<file path="src/rtl/hdc_pkg.sv">
// Shared types and width helpers for the hyperdimensional classifier datapath.
package hdc_pkg;

   typedef enum logic [1:0] {
      HVEC_READ       = 2'd0,
      HVEC_WRITE      = 2'd1,
      HVEC_XOR_UPDATE = 2'd2,
      HVEC_ILLEGAL    = 2'd3
   } hvec_op_e;

   typedef enum logic [1:0] {
      CMEM_IDLE  = 2'd0,
      CMEM_READ  = 2'd1,
      CMEM_WRITE = 2'd2
   } cmem_state_e;

   function automatic int unsigned class_w(input int unsigned n);
      return (n <= 1) ? 1 : $clog2(n);
   endfunction

   function automatic int unsigned frame_w(input int unsigned n);
      return (n <= 1) ? 1 : $clog2(n);
   endfunction

endpackage

</file>
<file path="src/rtl/class_hvec_bank.sv">
// Class hypervector register array: one write port (overwrite or XOR), one registered read port.
module class_hvec_bank
   import hdc_pkg::*;
#(
   parameter int unsigned DI_PARALLEL_W_BITS = 64,
   parameter int unsigned NUM_CLASSES        = 8,
   parameter int unsigned NUM_FRAMES         = 3
) (
   input  logic                                  clk,
   input  logic                                  rst_n,
   input  logic                                  wr_en_i,
   input  logic                                  wr_xor_i,
   input  logic [class_w(NUM_CLASSES)-1:0]       wr_class_i,
   input  logic [frame_w(NUM_FRAMES)-1:0]        wr_frame_i,
   input  logic [DI_PARALLEL_W_BITS-1:0]         wr_data_i,
   input  logic [class_w(NUM_CLASSES)-1:0]       rd_class_i,
   input  logic [frame_w(NUM_FRAMES)-1:0]        rd_frame_i,
   output logic [DI_PARALLEL_W_BITS-1:0]         rd_data_o
);

   logic [DI_PARALLEL_W_BITS-1:0] mem_q [NUM_CLASSES][NUM_FRAMES];
   logic [DI_PARALLEL_W_BITS-1:0] rd_data_q;

   always_ff @(posedge clk or negedge rst_n) begin
      if (!rst_n) begin
         for (int unsigned c = 0; c < NUM_CLASSES; c++) begin
            for (int unsigned f = 0; f < NUM_FRAMES; f++) begin
               mem_q[c][f] <= '0;
            end
         end
      end else if (wr_en_i) begin
         mem_q[wr_class_i][wr_frame_i] <= wr_xor_i ? (mem_q[wr_class_i][wr_frame_i] ^ wr_data_i)
                                                   : wr_data_i;
      end
   end

   always_ff @(posedge clk or negedge rst_n) begin
      if (!rst_n) begin
         rd_data_q <= '0;
      end else begin
         rd_data_q <= mem_q[rd_class_i][rd_frame_i];
      end
   end

   assign rd_data_o = rd_data_q;

endmodule

</file>
<file path="src/rtl/class_hvec_mem.sv">
// Trainable class hypervector store: command FSM, frame counter and stream handshakes around the bank.
module class_hvec_mem
   import hdc_pkg::*;
#(
   parameter int unsigned DI_PARALLEL_W_BITS = 64,
   parameter int unsigned NUM_CLASSES        = 8,
   parameter int unsigned NUM_FRAMES         = 3
) (
   input  logic                                  clk,
   input  logic                                  rst_n,
   input  logic                                  cmd_valid,
   output logic                                  cmd_ready,
   input  logic [1:0]                            cmd_op,
   input  logic [class_w(NUM_CLASSES)-1:0]       cmd_class,
   input  logic                                  in_valid,
   output logic                                  in_ready,
   input  logic [DI_PARALLEL_W_BITS-1:0]         in_data,
   output logic                                  out_valid,
   input  logic                                  out_ready,
   output logic [DI_PARALLEL_W_BITS-1:0]         out_data,
   output logic [frame_w(NUM_FRAMES)-1:0]        out_frame_index,
   output logic                                  out_last,
   output logic                                  cmd_err
);

   localparam int unsigned CLASS_W = class_w(NUM_CLASSES);
   localparam int unsigned FRAME_W = frame_w(NUM_FRAMES);
   localparam logic [FRAME_W-1:0] LAST_FRAME = FRAME_W'(NUM_FRAMES - 1);

   cmem_state_e          state_q, state_d;
   logic [CLASS_W-1:0]   class_q, class_d;
   logic [FRAME_W-1:0]   frame_q, frame_d;
   logic                 xor_q, xor_d;
   logic                 err_q, err_d;

   logic                 wr_en;
   logic [CLASS_W-1:0]   rd_class;
   logic [FRAME_W-1:0]   rd_frame;
   logic [DI_PARALLEL_W_BITS-1:0] rd_data;
   logic                 frame_last;
   logic                 cmd_illegal;
   hvec_op_e             op;

   assign op          = hvec_op_e'(cmd_op);
   assign frame_last  = (frame_q == LAST_FRAME);
   assign cmd_illegal = (op == HVEC_ILLEGAL) || (32'(cmd_class) >= NUM_CLASSES);

   always_ff @(posedge clk or negedge rst_n) begin
      if (!rst_n) begin
         state_q <= CMEM_IDLE;
         class_q <= '0;
         frame_q <= '0;
         xor_q   <= 1'b0;
         err_q   <= 1'b0;
      end else begin
         state_q <= state_d;
         class_q <= class_d;
         frame_q <= frame_d;
         xor_q   <= xor_d;
         err_q   <= err_d;
      end
   end

   // The read address runs one beat ahead so the registered bank output lines up with frame_q.
   always_comb begin
      state_d   = state_q;
      class_d   = class_q;
      frame_d   = frame_q;
      xor_d     = xor_q;
      err_d     = 1'b0;
      cmd_ready = 1'b0;
      in_ready  = 1'b0;
      out_valid = 1'b0;
      wr_en     = 1'b0;
      rd_class  = class_q;
      rd_frame  = frame_q;
      case (state_q)
         CMEM_IDLE: begin
            cmd_ready = 1'b1;
            if (cmd_valid) begin
               if (cmd_illegal) begin
                  err_d = 1'b1;
               end else begin
                  class_d = cmd_class;
                  frame_d = '0;
                  xor_d   = (op == HVEC_XOR_UPDATE);
                  if (op == HVEC_READ) begin
                     state_d  = CMEM_READ;
                     rd_class = cmd_class;
                     rd_frame = '0;
                  end else begin
                     state_d = CMEM_WRITE;
                  end
               end
            end
         end
         CMEM_READ: begin
            out_valid = 1'b1;
            if (out_ready) begin
               if (frame_last) begin
                  state_d = CMEM_IDLE;
                  frame_d = '0;
               end else begin
                  frame_d  = frame_q + 1'b1;
                  rd_frame = frame_q + 1'b1;
               end
            end
         end
         CMEM_WRITE: begin
            in_ready = 1'b1;
            if (in_valid) begin
               wr_en = 1'b1;
               if (frame_last) begin
                  state_d = CMEM_IDLE;
                  frame_d = '0;
               end else begin
                  frame_d = frame_q + 1'b1;
               end
            end
         end
         default: begin
            state_d = CMEM_IDLE;
            frame_d = '0;
         end
      endcase
   end

   class_hvec_bank #(
      .DI_PARALLEL_W_BITS (DI_PARALLEL_W_BITS),
      .NUM_CLASSES        (NUM_CLASSES),
      .NUM_FRAMES         (NUM_FRAMES)
   ) u_bank (
      .clk        (clk),
      .rst_n      (rst_n),
      .wr_en_i    (wr_en),
      .wr_xor_i   (xor_q),
      .wr_class_i (class_q),
      .wr_frame_i (frame_q),
      .wr_data_i  (in_data),
      .rd_class_i (rd_class),
      .rd_frame_i (rd_frame),
      .rd_data_o  (rd_data)
   );

   assign out_data        = out_valid ? rd_data : '0;
   assign out_frame_index = out_valid ? frame_q : '0;
   assign out_last        = out_valid && frame_last;
   assign cmd_err         = err_q;

endmodule

</file>
<file path="config.mk">
export PLATFORM = sky130hd
export DESIGN_NAME = class_hvec_mem
export DESIGN_NICKNAME = d
export VERILOG_FILES = /design/src/rtl/hdc_pkg.sv /design/src/rtl/class_hvec_bank.sv /design/src/rtl/class_hvec_mem.sv
export SDC_FILE = /design/constraint.sdc
export NUM_CORES = 2
export LEC_CHECK = 0
export BUFFER_PORTS_ARGS = -buffer_cell sky130_fd_sc_hd__buf_2
export CORE_MARGIN = 10
export CORE_UTILIZATION = 57
export DETAILED_ROUTE_END_ITERATION = 7
export HOLD_SLACK_MARGIN = 0.03
export MAX_ROUTING_LAYER = met4
export PLACE_DENSITY_LB_ADDON = 0.08
export SYNTH_ARGS = -nofsm -noshare
export SYNTH_HDL_FRONTEND = slang
export SYNTH_HIERARCHICAL = 1
export SYNTH_SLANG_ARGS = --single-unit
</file>
<file path="constraint.sdc">
create_clock -name clk -period 4.2 [get_ports clk]
set_input_delay 0.63 -clock clk [delete_from_list [all_inputs] [get_ports clk]]
set_output_delay 0.63 -clock clk [all_outputs]
set_load 0.05 [all_outputs]
</file>
==> metrics.txt <==
worst hold path class=input port to flip-flop; Seq. cell area=around 0.040 mm²; num ports=145; setup violators final=0; Die ar.=0.173 mm²; port bufs=144; Critical Path Start Type=flip-flop; synthesized area=around 0.09 mm²; final net count=8490; vias in the first global route=approximately 70000; RSZ-0062 raised after global routing=false; routability congestion estimate=0.880; CTS buffer count=approximately 180; Slew headroom=around 22%; Reg clk slew, reported paths=roughly 60 ps; DRT iter0 DRCs=roughly 8200; vias=between 70000 and 80000; Initial Util=between 50 and 60%; outcome=completed; Synth cell types=~90; clk root buf=clkbuf_16; CTS tree=done; Crit. End Element=output pin; Tot GR Track Use=a little over a third; combined area of the multi-input logic cells=0.0453 mm²; synth top area cells=dfrtp_1, mux4_2, mux2i_1; worst skew pair latency=a little over 800 ps; Leak Pwr=44.7 nW; CTS sink count=1609; Die X=between 400 and 500 µm; area grow syn2layout=10.0%; WP data arrival=~3200 ps; setup TNS=0 ps; sequential element share of the synthesized area=between 40% and 50%; fin crit share=about nine tenths; Pwr per Cell Area=a little over 800 mW/mm²; max cap viols=0; cell area after layout=roughly 0.1 mm²; post-CTS sizing=0; CP max FO=50; Post-synth EDFFs=0; drt total wl=roughly 310 mm; Final Hold Viols=0; Post-DP HPWL=185 mm; DRT Pass-1 Iters=6; CP required=3570 ps; Pins Over Slew Limit=0; drc violations=0; actual slew at the worst max-slew pin=between 1000 and 1500 ps; register bit count reported by yosys=1609; Net Count, Synth=a little under 9000; initial antenna violation count=40; Peak VDD IR=600 µV; antenna-violating nets left=0; Syn Area/Cell=between 10 and 15 µm²; YS warnings=6; fmax=approximately 260 MHz; layout cells sized above 1=between 10% and 20%; Clock Path Buffers=3; grt total ovfl=0; Yosys top cell area share=44.9%; dpl cell area=0.0924 mm²; critical path class=flip-flop to output pin; largest net degree at the start of global routing=between 150 and 200; clock skew=between 30 and 40 ps; cell row count=145; Via density=~6.7; WL/cell=a little under 30 µm; die height=~420 µm; leading register cell type out of synthesis=dfrtp_1; # fillers=between 10000 and 15000; Placeable Area=between 0.15 and 0.2 mm²; first-pass GRT wire length=~460 mm; H-tree depth=4; Tmin final=~3800 ps; asr flop ratio synth=100%; largest area contributor in the synthesized netlist=dfrtp_1; Post-Syn Instances=8611
[sequential cells by signal (all words and copies together), names as in the netlist]
| register | count |
|---|---|
| u_bank/mem_q | 1536 |
| class_q | 3 |
| frame_q | 2 |
| u_bank/rd_data_o | 64 |
| state_q | 2 |
| cmd_err | 1 |
| xor_q | 1 |
[final timing paths]
check                              startpoint             endpoint  slack (ps)  cells past startpoint
min in group asynchronous               rst_n    u_bank/mem_q[226]         350                      2
hold / removal                      cmd_op[1]              cmd_err         130                      3
setup reg to reg                   state_q[1]  u_bank/rd_data_o[4]         510                     11
setup / recovery                   state_q[1]         out_data[63]         400                      5
max in group asynchronous               rst_n    u_bank/mem_q[793]        2380                      4
hold reg to reg            u_bank/mem_q[1038]   u_bank/mem_q[1038]         500                      2
[critical path: stages, from the launching register on]
cell and delay [ps]:
dfrtp_1 380, inv_1 140, ha_4 600, buf_4 460
and2_1 400, buf_2 340
[Yosys cell counts, drive strengths merged (80+ instances only)]
master / count
nand3: 96
mux2i: 895
o21ai: 908
nand2: 1175
nor2: 644
o22ai: 293
a22o: 81
and2: 97
mux4: 449
o31ai: 215
inv: 80
clkbuf: 435
dfrtp: 1609
buf: 362
a21oi: 672
[logic make-up after synthesis]
family,after synthesis,share of synthesized area (%)
fa+ha+maj,7,0.0978
compound gates,2483,17.4
xor+xnor,13,0.219
mux,1385,21.8
simple gates,2237,10.7
flops,1609,44.9
buf+inv,877,4.84
[metrics by stage]
step	std cells	util, %	setup slack [ps]	total power [mW]	hold WS (ps)
floorplan	8611	-	426	52.2	334
global route	10600	63.1	312	85.1	114
global placement	10300	59.2	616	63.0	474
detailed placement	10300	59.2	575	64.1	484
CTS	10600	63.0	393	80.4	76.2
finish	10600	63.1	399	81.2	126
[where the power goes]
| part | internal (mW) | total, mW | switching, mW |
|---|---|---|---|
| registers | 21.1 | 26.1 | 5.03 |
| logic | 15.9 | 38.8 | 22.9 |
| clock network | 9.65 | 16.3 | 6.66 |
[cell type report]
type	instances	area share [%]
clock buffer	257	5.29
inverter	80	0.307
sequential	1609	40.9
timing repair buffer	415	4.01
antenna	34	0.0863
multi-input combinational	6125	46.0
tap	2058	2.61
clock inverter	64	0.854
[layer usage]
layer	vias up	GRT usage, %	share of wire (%)
li1	31000	-	-
met1	35800	48.0	40
met2	3783	52.7	45
met3	810	8.69	11
met4	0	14.2	4.3
met5	-	-	0
[cell usage in the layout (no fill, tap or decap), drive strengths merged, types with 12 or more instances in the layout]
cell type / Yosys / final
mux4: 449 / 449
xor2: 12 / 12
nor2: 644 / 644
o21ai: 908 / 908
nand3: 96 / 96
a31oi: 18 / 18
o211ai: 26 / 26
a21oi: 672 / 672
nor3b: 12 / 12
o21a: 27 / 27
mux2i: 895 / 895
a22oi: 53 / 53
and2: 97 / 97
o22ai: 293 / 293
nand3b: 28 / 28
inv: 80 / 89
nand2: 1175 / 1175
clkbuf: 435 / 257
nand2b: 61 / 61
o21ba: 24 / 24
buf: 362 / 414
a22o: 81 / 81
diode: 0 / 34
o221a: 25 / 25
or3b: 16 / 16
nor2b: 28 / 28
a21o: 24 / 24
dfrtp: 1609 / 1609
and3: 16 / 16
a21boi: 21 / 21
mux2: 41 / 41
a211oi: 30 / 30
o2111a: 12 / 12
bufinv: 0 / 17
o22a: 18 / 18
o31ai: 215 / 215
and3b: 25 / 25
clkinv: 0 / 34
[repair_timing]
action / CTS / global route
hold endpoints to repair: 38 / 0
hold buffers: 1 / 0
buffers inserted: 0 / 0
Power figures use the tool's default switching activity.
